===== src/rtl/fetch_pc_unit.sv =====
// rtl/fetch_pc_unit.sv - program counter owner and single-outstanding instruction fetcher
module fetch_pc_unit #(
    parameter int                PC_SRC_BITS_COUNT = 2,
    parameter int                XLEN              = 32,
    parameter logic [XLEN-1:0]   RESET_VECTOR      = '0
) (
    input  logic                         clk,
    input  logic                         rst_n,
    input  logic [PC_SRC_BITS_COUNT-1:0] pc_source,
    input  logic [XLEN-1:0]              imm,
    input  logic [XLEN-1:0]              gpr_base,
    input  logic                         pc_update,
    output logic                         imem_req_valid,
    input  logic                         imem_req_ready,
    output logic [XLEN-1:0]              imem_req_addr,
    input  logic                         imem_rsp_valid,
    input  logic [31:0]                  imem_rsp_data,
    output logic                         instr_valid,
    output logic [31:0]                  instr,
    output logic [XLEN-1:0]              pc,
    output logic                         misaligned
);

    localparam logic [PC_SRC_BITS_COUNT-1:0] PC_SRC_PC_PLUS_4    = PC_SRC_BITS_COUNT'(0);
    localparam logic [PC_SRC_BITS_COUNT-1:0] PC_SRC_PC_PLUS_IMM  = PC_SRC_BITS_COUNT'(1);
    localparam logic [PC_SRC_BITS_COUNT-1:0] PC_SRC_GPR_PLUS_IMM = PC_SRC_BITS_COUNT'(2);

    typedef enum logic [2:0] {
        IDLE,
        FETCH,
        WAIT,
        HOLD,
        TRAP
    } state_t;

    state_t            state;
    state_t            state_next;
    logic [XLEN-1:0]   target;
    logic [XLEN-1:0]   pc_next;
    logic [31:0]       instr_next;
    logic              misaligned_next;

    // Indirect targets clear bit 0 so JALR-style jumps land on halfword boundaries at worst.
    always_comb begin
        target = pc + XLEN'(4);
        case (pc_source)
            PC_SRC_PC_PLUS_4:    target = pc + XLEN'(4);
            PC_SRC_PC_PLUS_IMM:  target = pc + imm;
            PC_SRC_GPR_PLUS_IMM: target = (gpr_base + imm) & ~XLEN'(1);
            default:             target = pc + XLEN'(4);
        endcase
    end

    always_comb begin
        state_next      = state;
        pc_next         = pc;
        instr_next      = instr;
        misaligned_next = misaligned;
        case (state)
            IDLE:  state_next = FETCH;
            FETCH: if (imem_req_ready) state_next = WAIT;
            WAIT: begin
                if (imem_rsp_valid) begin
                    instr_next = imem_rsp_data;
                    state_next = HOLD;
                end
            end
            HOLD: begin
                if (pc_update) begin
                    pc_next = target;
                    if (target[1:0] == 2'b00) begin
                        state_next = FETCH;
                    end else begin
                        misaligned_next = 1'b1;
                        state_next      = TRAP;
                    end
                end
            end
            TRAP:    state_next = TRAP;
            default: state_next = IDLE;
        endcase
    end

    always_ff @(posedge clk or negedge rst_n) begin
        if (!rst_n) begin
            state      <= IDLE;
            pc         <= RESET_VECTOR;
            instr      <= 32'h0;
            misaligned <= 1'b0;
        end else begin
            state      <= state_next;
            pc         <= pc_next;
            instr      <= instr_next;
            misaligned <= misaligned_next;
        end
    end

    assign imem_req_valid = (state == FETCH);
    assign imem_req_addr  = pc;
    assign instr_valid    = (state == HOLD);

endmodule


===== config.mk =====
export PLATFORM = sky130hd
export DESIGN_NAME = fetch_pc_unit
export DESIGN_NICKNAME = d
export VERILOG_FILES = /design/src/rtl/fetch_pc_unit.sv
export SDC_FILE = /design/constraint.sdc
export NUM_CORES = 1
export LEC_CHECK = 0
export ABC_CLOCK_PERIOD_IN_PS = 3400
export BUFFER_PORTS_ARGS = -buffer_cell sky130_fd_sc_hd__buf_2
export CAP_MARGIN = 20
export CORE_ASPECT_RATIO = 1.4
export CORE_MARGIN = 3
export CORE_UTILIZATION = 30
export DETAILED_ROUTE_END_ITERATION = 16
export GPL_TIMING_DRIVEN = 0
export MAX_ROUTING_LAYER = met4
export PLACE_DENSITY = 0.48
export SETUP_SLACK_MARGIN = 0.3
export SYNTH_ARGS = -nofsm -noshare
export SYNTH_HDL_FRONTEND = slang
export SYNTH_SLANG_ARGS = --single-unit

===== constraint.sdc =====
create_clock -name clk -period 3.4 [get_ports clk]
set_clock_uncertainty 0.15 [all_clocks]
set_input_delay 0.68 -clock clk [delete_from_list [all_inputs] [get_ports clk]]
set_output_delay 0.68 -clock clk [all_outputs]
set_load 0.03 [all_outputs]

# After elaboration in Yosys (flattened, before gate mapping)
# Index checks and enable logic that the tools add are counted.
[classes]
addsub = 3
reduce_logical = 6
n_eq_ne = 9
bitwise = 1
muxes = 6
[ops]
columns = ["cell", "n"]
rows = [
  ["adder 32 bit", 2],
  ["one-hot mux 32 bit (2 select lines)", 1],
  ["adder 32 x 3 -> 32 bit (second input constant)", 1],
  ["one-hot mux 3 bit (5 select lines)", 1],
  ["2-to-1 mux 3 bit", 4],
  ["== test 3 x 2 -> 1 bit (second input constant)", 2],
  ["AND reduction 3 bit", 2],
  ["inequality test 2 bit (second input constant)", 2],
  ["AND reduction 2 bit", 2],
  ["== test 3 x 1 -> 1 bit (second input constant)", 1],
  ["== test 3 bit (second input constant)", 1],
  ["zero test 3 bit", 1],
  ["== test 2 x 1 -> 1 bit (second input constant)", 1],
  ["== test 2 bit (second input constant)", 1],
  ["zero test 2 bit", 1],
  ["inequality test 2 x 1 -> 1 bit (second input constant)", 1],
  ["inverter 1 bit", 1],
]
[totals]
reg_bits = 68

# Longest topological paths before layout
[logic_depth]
word_depth = 6
ltp_mapped = 12

# Worst setup path before layout
# OpenSTA, ideal clock, no wires.
[synth_timing]
path_kind = "input -> register"
from = "input port imm[0]"
to = "register pc[28] (netlist: imem_req_addr[28])"
setup_slack_ns = 0.121
cell_stages = 12
setup_ns = 0.132
t_arrival_ns = 2.996
path_buffers = 0
cell_sequence = "ha_1 inv_1 fa_1 nand2b_1 a21oi_1 o2111ai_1 a31o_2 o41ai_4 a21oi_1 xnor2_1 a221oi_1 a211oi_1"
[synth_via]
elab_chain_len = 2
elab_cells_between_ends = 3
cone_classes = "add/sub (2); mux (1)"
[synth_rtl]
columns = ["element", "line_no", "text"]
rows = [
  ["from (decl)", "10", "input logic [XLEN-1:0] imm,"],
  ["adder 32 bit, on equally long branches", "49, 48", ""],
  ["one-hot mux 32 bit (2 select lines) *", "46", "case (pc_source)"],
  ["to (signal assigned)", "92", "pc <= pc_next;"],
  ["to (decl)", "20", "output logic [XLEN-1:0] pc,"],
]
# Every way passes the cells marked *; elsewhere a longest branch is shown, timed or not.
# A chain may end at the register's enable or synchronous reset.

# Final worst setup path
[layout_timing]
from = "register pc[14] (netlist: imem_req_addr[14])"
to = "register pc[29] (netlist: imem_req_addr[29])"
[layout_via]
elab_chain_len = 2
elab_cells_between_ends = 3
cone_classes = "add/sub (2); mux (1)"
[layout_rtl]
columns = ["element", "line_no"]
rows = [
  ["adder 32 x 3 -> 32 bit or adder 32 bit (tied branches)", "47, 50, 48"],
  ["one-hot mux 32 bit (2 select lines) *", "46"],
]
# Marks and branches as above.

==> flow_metrics.env <==
export IMPL_syn_area_um2=7168
export IMPL_post_place_ws_ns=-0.4684
export IMPL_antenna_found_initial=0
export IMPL_crit_chain="ha_1, clkbuf_4, a21o_1, a21oi_2, nor2b_4, a31oi_4, o211ai_4, a31o_4, nand2_2, a2111o_1, a211o_1"
export IMPL_ys_seq_area_frac=0.2374
export IMPL_ant_nets=0
export IMPL_synth_main_ff_cell="dfrtp_1"
export IMPL_worst_setup_path_end_kind="register"
export IMPL_clockBufferDepth=2
export IMPL_fin_crit_ns=3.053
export IMPL_cts_buffers=9
export IMPL_seq_area_um2=1714
export IMPL_hp_class="in -> async"
export IMPL_crit_buf_inv=1
export IMPL_antenna_cells=0
export IMPL_max_stage_delay_ns=0.46
export IMPL_avgSynthCellArea_um2=8.354
export IMPL_wl_met1_mm=10.85
export IMPL_cts_clk_slew_worst_paths_ns=0.07
export IMPL_grt_total_usage=0.2110
export IMPL_hold_slack_ns=0.06820
export IMPL_nFillCells=2460
export IMPL_critPathSlowestCell="dfrtp_2"
export IMPL_grt_max_degree=51
export IMPL_portBuffers=201
export IMPL_root_buffer="clkbuf_16"
export IMPL_critPathRequiredTime_ns=3.47
export IMPL_initial_core_util=0.3067
export IMPL_cts_tree="built"
export IMPL_multi_input_area_um2=5620
export IMPL_drt_total_wl_mm=26.83
export IMPL_cts_sinks=68
export IMPL_core_area_um2=23370
export IMPL_vdd_ir_drop_max_uv=377.3
export IMPL_fin_crit_sh=0.8979
export IMPL_dr_pass1_iters=5
export IMPL_final_layout_size_suffix_gt1_frac=0.3922
export IMPL_slew_headroom=0.4987
export IMPL_synth_cell_types=85
export IMPL_cts_htree_levels=3
export IMPL_crit_path_max_fanout=8
export IMPL_clk_latency_ns=0.34
export IMPL_dr_wl_met3_mm=1.030
export IMPL_initialDrtViolationCount=379
export IMPL_synth_async_reset_ratio=1.000
export IMPL_syn_nets=1027
export IMPL_synth_edf_count=0
export IMPL_worst_slack_ns=0.3470
export IMPL_outcome="finished clean"
export IMPL_fp_dieH_um=188.9
export IMPL_highest_layer="met4"
export IMPL_grt_pass1_wl_mm=41.54
export IMPL_die_w_um=136.6
export IMPL_ys_ff_latch=68
export IMPL_dp_hpwl_mm=21.34
export IMPL_setup_viol=0
export IMPL_synthCells=858
export IMPL_gp_congestion=0.8959
export IMPL_max_cap_violations=0
export IMPL_drc=0
export IMPL_cp_arrival_ns=3.12
export IMPL_report_final_hold_viol_count=0
export IMPL_vias_per_cell=5.346
export IMPL_yosys_warnings=0
export IMPL_synth_top_area_frac=0.2374
export IMPL_area_growth_pct=35.47
export IMPL_io_pins=202
export IMPL_die_area_um2=25810
export IMPL_wire_per_inst_um=19.09
export IMPL_vias=7511
export IMPL_synth_top_cell_by_area="dfrtp_1"
export IMPL_yosysMostFrequentCell="a21oi_1"
export IMPL_timing_fmax_ghz=0.3275
export IMPL_critPathKind="reg -> reg"
export IMPL_tightest_slew_ns=0.7519
export IMPL_ctsHoldBuffers=0
export IMPL_grt_setup_unrepaired="true"
export IMPL_startpoint_type="register"
export IMPL_dr_wl_met2_mm=14.36
export IMPL_grt_pass1_vias=7490
export IMPL_powerDensity_nw_per_um2=873.8
export IMPL_synthTopCellsByCount="a21oi_1 (85), nand2_1 (82), dfrtp_1 (68)"
export IMPL_gr_total_overflow=0
export IMPL_p_leak_nw=4.328
export IMPL_nets=1263
export IMPL_synth_area_top_cells="dfrtp_1 (24%), ha_1 (11%), a21oi_1 (5.9%)"
export IMPL_drv_slew=0
export IMPL_worst_path_dominant_cell_family="compound AO/OA/AOI/OAI gates"
export IMPL_core_rowCount=66
cell type report:
cell class | instances | area share
repair buffers | 225 | 0.1247
clock inverters | 7 | 0.008246
clock buffers | 9 | 0.02319
plain buffers | 64 | 0.04020
multi-input cells | 703 | 0.5788
flip-flops and latches | 68 | 0.1765
well taps | 306 | 0.03943
inverters | 23 | 0.008891
state kept, by name, summed over array words and instances, names as in the netlist:
signal and count:
imem_req_addr 32, instr 32, state 3, misaligned 1
worst reg2reg max path, delay by kind of cell, from the launching register on:
family          cells  cell delay (ns)
compound gates      7             1.60
fa+ha+maj           1             0.29
buf+inv             1             0.18
flops               1             0.46
simple gates        2             0.26
layer usage:
| layer | GRT usage | up-vias |
|---|---|---|
| met5 | - | - |
| met3 | 0.01568 | 35 |
| li1 | - | 3677 |
| met2 | 0.3831 | 214 |
| met1 | 0.2482 | 3585 |
| met4 | 0.05702 | 0 |
report_power, final:
| part | internal, W | total [W] | switching, W |
|---|---|---|---|
| sequential | 0.00122 | 0.00179 | 0.000579 |
| clock | 0.000579 | 0.000983 | 0.000404 |
| combinational | 0.00224 | 0.00571 | 0.00347 |
| total | 0.00404 | 0.00849 | 0.00445 |
cell families (layout without fill, tap and decap cells):
family          Yosys count  count (layout)  share of synthesized area
xor+xnor                 47              47                    0.05743
flops                    68              68                     0.2374
buf+inv                  87             328                    0.06371
simple gates            255             255                     0.1768
fa+ha+maj                66              66                     0.1173
compound gates          299             299                     0.2913
mux                      36              36                    0.05603
worst paths after layout:
path / start / to / slack, ns / depth (start not counted)
worst max-delay path: imem_req_addr[14] / imem_req_addr[29] / 0.35 / 11
worst min-delay path: rst_n / imem_req_addr[6] / 0.07 / 1
worst max register to register: imem_req_addr[14] / imem_req_addr[29] / 0.35 / 11
worst min register to register: misaligned / misaligned / 0.32 / 1
max in group asynchronous: rst_n / instr[6] / 2.47 / 2
min in group clk: misaligned / misaligned / 0.32 / 1
repair_timing:
action / in CTS / in global routing
buffers inserted: 13 / 10
endpoints found under the hold margin: 0 / 0
setup endpoints to repair: 15 / 15
gates resized for setup: 63 / 58
pin swaps: 22 / 23
cells in the final DEF (no fill, tap or decap), types with 7 or more instances in the layout:
cell type	instances
mux2_2	33
inv_1	23
ha_4	14
and3_1	10
buf_4	57
clkbuf_1	20
and2_1	8
ha_1	42
clkbuf_16	9
a31oi_1	9
buf_2	205
nand2_1	80
a221oi_1	11
nor3_1	14
nand3_1	21
nand4_1	13
a21oi_1	77
o21a_1	10
ha_2	8
nor2_1	55
xor2_1	18
dfrtp_1	58
nand2b_1	8
nor2b_1	7
a21oi_2	8
dfrtp_2	10
o21ai_0	37
a211oi_1	10
a21o_1	30
xnor2_1	29
stage by stage:
stage | TNS (ns) | std cells | total power (W) | cell area, µm² | utilization
3_3_place_gp | -3.126 | 1365 | 0.006990 | 8577 | 0.3670
5_1_grt | 0 | 1405 | 0.009083 | 9711 | 0.4155
4_1_cts | 0 | 1395 | 0.008248 | 9336 | 0.3995
6_report | 0 | 1405 | 0.008485 | 9711 | 0.4155
3_5_place_dp | -3.041 | 1366 | 0.007016 | 8607 | 0.3683
2_1_floorplan | 0 | 858 | 0.005464 | 7188 | -
No activity file was read; power rests on OpenSTA's default activity.
